$ cat src/rtl/uart_load_controller.sv
// uart_load_controller: sequences a UART program download into the
// instruction and data memories on behalf of the hazard unit.
//
// Optional feature: define UART_LOAD_TIMEOUT_EN to enable the idle-word
// timeout counter. Without it, RECEIVE waits indefinitely for upg_done
// and load_timeout is held at 0.
//
// Handshake: upg_wen is a single-cycle valid strobe with no ready/back-pressure.
// A word presented while the FSM is in RECEIVE is accepted on that rising edge,
// and its memory write (*_we with registered addr/wdata) is visible for exactly
// the following cycle. Strobes seen in any other state are discarded.
//
// dbg_state exposes the FSM encoding (IDLE=0, ARM=1, RECEIVE=2, DONE=3, ABORT=4).

module uart_load_controller #(
  parameter int IMEM_DEPTH_WORDS = 16384,
  parameter int DMEM_DEPTH_WORDS = 16384,
  parameter int TIMEOUT_CYCLES   = 10000000
) (
  input  logic        clk,
  input  logic        rst,
  input  logic        load_req,
  input  logic        upg_wen,
  input  logic [14:0] upg_adr,
  input  logic [31:0] upg_dat,
  input  logic        upg_done,
  output logic        uart_rst,
  output logic        imem_we,
  output logic [13:0] imem_addr,
  output logic [31:0] imem_wdata,
  output logic        dmem_we,
  output logic [13:0] dmem_addr,
  output logic [31:0] dmem_wdata,
  output logic        load_busy,
  output logic        load_complete,
  output logic [15:0] word_count,
  output logic        addr_error,
  output logic        load_timeout,
  output logic [2:0]  dbg_state
);

  typedef enum logic [2:0] {
    S_IDLE    = 3'd0,
    S_ARM     = 3'd1,
    S_RECEIVE = 3'd2,
    S_DONE    = 3'd3,
    S_ABORT   = 3'd4
  } state_t;

  state_t      state;
  state_t      state_nxt;
  logic        accept;
  logic        sel_dmem;
  logic        in_range;
  logic        timeout_hit;
  logic        start_load;
  logic [13:0] word_adr;

  assign word_adr   = upg_adr[13:0];
  assign sel_dmem   = upg_adr[14];
  assign accept     = (state == S_RECEIVE) && upg_wen;
  assign start_load = (state == S_IDLE) && load_req;
  assign dbg_state  = state;

  // Bounds check of the word address against the selected memory's depth
  always_comb begin
    in_range = 1'b0;
    if (sel_dmem) begin
      in_range = (32'(word_adr) < DMEM_DEPTH_WORDS);
    end else begin
      in_range = (32'(word_adr) < IMEM_DEPTH_WORDS);
    end
  end

`ifdef UART_LOAD_TIMEOUT_EN
  localparam int TW = $clog2(TIMEOUT_CYCLES + 1);

  logic [TW-1:0] tmo_count;
  logic          tmo_phase;

  // Idle counter: restarts outside RECEIVE and on every accepted word,
  // advancing once per two RECEIVE cycles
  always_ff @(posedge clk) begin
    if (rst || (state != S_RECEIVE) || accept) begin
      tmo_count <= '0;
      tmo_phase <= 1'b0;
    end else begin
      tmo_phase <= ~tmo_phase;
      if (tmo_phase) begin
        tmo_count <= tmo_count + 1'b1;
      end
    end
  end

  assign timeout_hit = (state == S_RECEIVE) && (tmo_count >= TW'(TIMEOUT_CYCLES));
`else
  logic unused_timeout_cfg;

  assign unused_timeout_cfg = (TIMEOUT_CYCLES == 0);
  assign timeout_hit        = 1'b0;
`endif

  // State register
  always_ff @(posedge clk) begin
    if (rst) begin
      state <= S_IDLE;
    end else begin
      state <= state_nxt;
    end
  end

  // Next-state and state-decoded outputs; upg_done wins over timeout
  always_comb begin
    state_nxt     = state;
    uart_rst      = 1'b1;
    load_busy     = 1'b0;
    load_complete = 1'b0;
    load_timeout  = 1'b0;
    case (state)
      S_IDLE: begin
        if (load_req) begin
          state_nxt = S_ARM;
        end
      end
      S_ARM: begin
        uart_rst  = 1'b0;
        load_busy = 1'b1;
        state_nxt = S_RECEIVE;
      end
      S_RECEIVE: begin
        uart_rst  = 1'b0;
        load_busy = 1'b1;
        if (upg_done) begin
          state_nxt = S_DONE;
        end else if (timeout_hit) begin
          state_nxt = S_ABORT;
        end
      end
      S_DONE: begin
        load_complete = 1'b1;
        state_nxt     = S_IDLE;
      end
      S_ABORT: begin
`ifdef UART_LOAD_TIMEOUT_EN
        load_timeout = 1'b1;
`endif
        state_nxt = S_IDLE;
      end
      default: begin
        state_nxt = S_IDLE;
      end
    endcase
  end

  // Registered write port: one cycle after acceptance, only for in-range words
  always_ff @(posedge clk) begin
    if (rst) begin
      imem_we    <= 1'b0;
      imem_addr  <= '0;
      imem_wdata <= '0;
      dmem_we    <= 1'b0;
      dmem_addr  <= '0;
      dmem_wdata <= '0;
    end else begin
      imem_we <= accept && !sel_dmem && in_range;
      dmem_we <= accept && sel_dmem && in_range;
      if (accept && in_range && !sel_dmem) begin
        imem_addr  <= word_adr;
        imem_wdata <= upg_dat;
      end
      if (accept && in_range && sel_dmem) begin
        dmem_addr  <= word_adr;
        dmem_wdata <= upg_dat;
      end
    end
  end

  // Per-load statistics: cleared as ARM is entered, updated on each accepted word
  always_ff @(posedge clk) begin
    if (rst) begin
      word_count <= '0;
      addr_error <= 1'b0;
    end else if (start_load) begin
      word_count <= '0;
      addr_error <= 1'b0;
    end else if (accept) begin
      if (word_count != 16'hFFFF) begin
        word_count <= word_count + 16'd1;
      end
      if (!in_range) begin
        addr_error <= 1'b1;
      end
    end
  end

endmodule

$ cat config.mk
export PLATFORM = sky130hd
export DESIGN_NAME = uart_load_controller
export DESIGN_NICKNAME = d
export VERILOG_FILES = /design/src/rtl/uart_load_controller.sv
export SDC_FILE = /design/constraint.sdc
export NUM_CORES = 1
export LEC_CHECK = 0
export ABC_AREA = 1
export CAP_MARGIN = 20
export CORE_MARGIN = 4
export CORE_UTILIZATION = 47
export DETAILED_ROUTE_END_ITERATION = 7
export PLACE_DENSITY_LB_ADDON = 0.2
export REMOVE_ABC_BUFFERS = 1
export SLEW_MARGIN = 30
export SYNTH_ARGS = -nofsm -noshare
export SYNTH_HDL_FRONTEND = slang
export SYNTH_SLANG_ARGS = --single-unit
$ cat constraint.sdc
create_clock -name clk -period 3.3 [get_ports clk]
set_clock_uncertainty 0.1 [all_clocks]
set_input_delay 0.99 -clock clk [delete_from_list [all_inputs] [get_ports clk]]
set_output_delay 0.99 -clock clk [all_outputs]
set_load 0.05 [all_outputs]
==> results.json <==
{
  "seq_area_frac_synth_pct": 51.0,
  "drtIter0Drc": 244,
  "cap_violations": 0,
  "cts_tree": "built",
  "num_antenna_cells": 0,
  "syn_avg_cell_area_sq_um": 7.40,
  "place_congestion": 0.922,
  "endpoint_kind": "output port",
  "routedWlPerCell_microns": 15.7,
  "boundaryPins": 170,
  "core_sq_um": 9200,
  "syn_to_final_growth_pct": 42.6,
  "power.density_nw_per_um2": 566,
  "dp_hpwl_microns": 9500,
  "antenna_found_initial": 0,
  "relSlewSlack_pct": 62.1,
  "timing.reg2reg.setup_slack_ps": 1440,
  "worstPathArrival_ps": 2040,
  "port_buffers": 166,
  "fp.dieArea_sq_um": 11000,
  "grt_setup_unrepaired": "no",
  "cts_root_buffer": "clkbuf_8",
  "hold_viol": 0,
  "ys_warn_count": 0,
  "routed_wl_microns": 13500,
  "setup_viol": 0,
  "cts_resized": 0,
  "r2r-end": "imem_wdata[26]$_SDFFE_PP0P_",
  "p_leak_uw": 0.00233,
  "chipWidth_microns": 105,
  "syn_area_sq_um": 4400,
  "antenna_left": 0,
  "critical_path_class": "flop to output port",
  "clk_latency_ps": 360,
  "hold_class": "flop to flop",
  "start_util_pct": 47.9,
  "hold-path-endpoint": "dmem_wdata[30]$_SDFFE_PP0P_",
  "holdPathStages": 2,
  "drcViolationCount": 0,
  "via_per_inst": 5.18,
  "drt-pass1-iter-count": 5,
  "worstReg2RegStart": "dbg_state[0]$_SDFFE_PP0P_",
  "cp_data_required_time_ps": 2210,
  "ir_worst_vdd_mv": 0.343,
  "path_clk_slew_ps": 90,
  "post-cts-setup-buffers": 0,
  "syn_inst": 595,
  "h-tree-depth": 3,
  "nNetsFinal": 803,
  "min_period_ps": 3130,
  "grt_max_degree": 48,
  "cp-start-kind": "flop",
  "tightestPinTransition_ps": 567,
  "rows": 35,
  "drive_gt1_share_pct": 4.93,
  "grt_first_pass_wirelength_microns": 22500,
  "dr_total_vias": 4465,
  "grt_pass1_vias": 4551,
  "worstHoldStart": "dmem_wdata[30]$_SDFFE_PP0P_",
  "cts_hold_buf": 0,
  "p_total_uw": 3550,
  "grt.total_usage_pct": 24.8,
  "layout_setup_ws_ps": 168,
  "gr-total-overflow": 0,
  "cts_made_buffers": 9,
  "cp_max_fo": 5,
  "drv_slew": 0,
  "dieHeight_microns": 105,
  "clk_path_buf_depth": 2,
  "synth-seq-cells": 112,
  "place_ws_ps": 545,
  "min_period_over_period_pct": 94.9,
  "max_freq_ghz": 0.319,
  "status": "completed",
  "r2r_cells": 8,
  "cts.sinks": 112,
  "synth_cell_types": 23
}
[worst max-delay path: stages (launching register included)]
cell	delay [ps]
dfxtp_1	410
inv_1	80
ha_1	320
inv_1	70
clkdlybuf4s50_1	800
[cells in the mapped netlist]
| master | instances | area, sq um |
|---|---|---|
| nor2_1 | 130 | 488 |
| dfxtp_1 | 112 | 2240 |
| nand2_1 | 90 | 338 |
| a21oi_1 | 61 | 305 |
| nand3_1 | 57 | 285 |
| o21ai_0 | 48 | 240 |
| inv_1 | 23 | 86.3 |
| clkbuf_1 | 21 | 78.8 |
| buf_2 | 11 | 55.1 |
| nand4_1 | 6 | 37.5 |
| buf_1 | 5 | 18.8 |
| ha_1 | 5 | 62.6 |
| nor3_1 | 5 | 25.0 |
| nand2_2 | 4 | 25.0 |
| nand3b_1 | 4 | 30.0 |
| buf_4 | 3 | 22.5 |
| o21ai_1 | 3 | 15.0 |
| nor2_2 | 2 | 12.5 |
| buf_6 | 1 | 11.3 |
| clkinv_2 | 1 | 5.00 |
| conb_1 | 1 | 3.75 |
| nor4_1 | 1 | 6.26 |
| o22ai_1 | 1 | 6.26 |
[sequential cells by signal, indices dropped and copies added, names as in the netlist]
name,flops
imem_addr,14
dmem_we,1
imem_we,1
dbg_state,2
word_count,16
imem_wdata,32
dmem_addr,14
dmem_wdata,32
[routing by layer]
metal | up-vias | routed length, microns | track usage, %
li1 | 2228 | - | -
met1 | 2087 | 5410 | 28.5
met2 | 137 | 6770 | 43.4
met3 | 13 | 1190 | 9.51
met4 | 0 | 166 | 6.19
met5 | - | 0 | 0
[area by class of cell]
class,count,area (sq um)
inverter,24,91.3
timing repair buffer,179,1750
fill,754,2920
clock inverter,5,33.8
multi-input combinational,420,1890
tap,111,139
sequential,112,2240
clock buffer,11,131
[how the worst max path moves through the flow]
stage | from | end | slack (ps)
after global routing | dbg_state[1]$_SDFFE_PP0P_ | uart_rst | 60
after floorplan | upg_wen | imem_addr[0]$_SDFFE_PP0P_ | -460
after global placement | dbg_state[0]$_SDFFE_PP0P_ | uart_rst | 580
after detailed placement | dbg_state[0]$_SDFFE_PP0P_ | uart_rst | 550
after CTS | dbg_state[0]$_SDFFE_PP0P_ | uart_rst | 140
final | dbg_state[1]$_SDFFE_PP0P_ | uart_rst | 170
[where the power goes]
part | leakage, uW | switching, uW | total, uW | internal [uW]
Combinational | 0.00134 | 890 | 1300 | 410
Clock | 0.0000793 | 441 | 715 | 275
Sequential | 0.000906 | 69.6 | 1540 | 1470
Total | 0.00233 | 1400 | 3550 | 2150
[stage by stage]
| step | hold slack (ps) | setup TNS, ps | util (%) | area [sq um] | instances |
|---|---|---|---|---|---|
| detailed placement | 354 | 0 | 66.5 | 6110 | 846 |
| global route | 383 | 0 | 68.3 | 6280 | 862 |
| finish | 364 | 0 | 68.3 | 6280 | 862 |
| CTS | 368 | 0 | 68.3 | 6280 | 862 |
| floorplan | 587 | -21940 | - | 4220 | 556 |
| global placement | 347 | 0 | 66.5 | 6110 | 846 |
[logic make-up (layout without fill, tap and decap cells)]
kind of cell | Yosys count | after routing | share of synthesized area [%]
flops | 112 | 112 | 51.0
buf+inv | 65 | 219 | 6.31
simple gates | 299 | 299 | 28.3
fa+ha+maj | 5 | 5 | 1.42
other cells | 1 | 3 | 0.0852
compound gates | 113 | 113 | 12.9
[placed cells by master (no fill, tap or decap), drive strengths merged]
master,netlist,final
nand4,6,6
clkbuf,21,11
buf,20,15
nor2,132,132
clkdlybuf4s50,0,164
nor3,5,5
nand3b,4,4
dfxtp,112,112
ha,5,5
clkinvlp,0,2
clkinv,1,4
conb,1,3
o21ai,51,51
nor4,1,1
nand2,94,94
nand3,57,57
a21oi,61,61
inv,23,23
o22ai,1,1
Note: power is estimated with default switching activity, not from simulation.
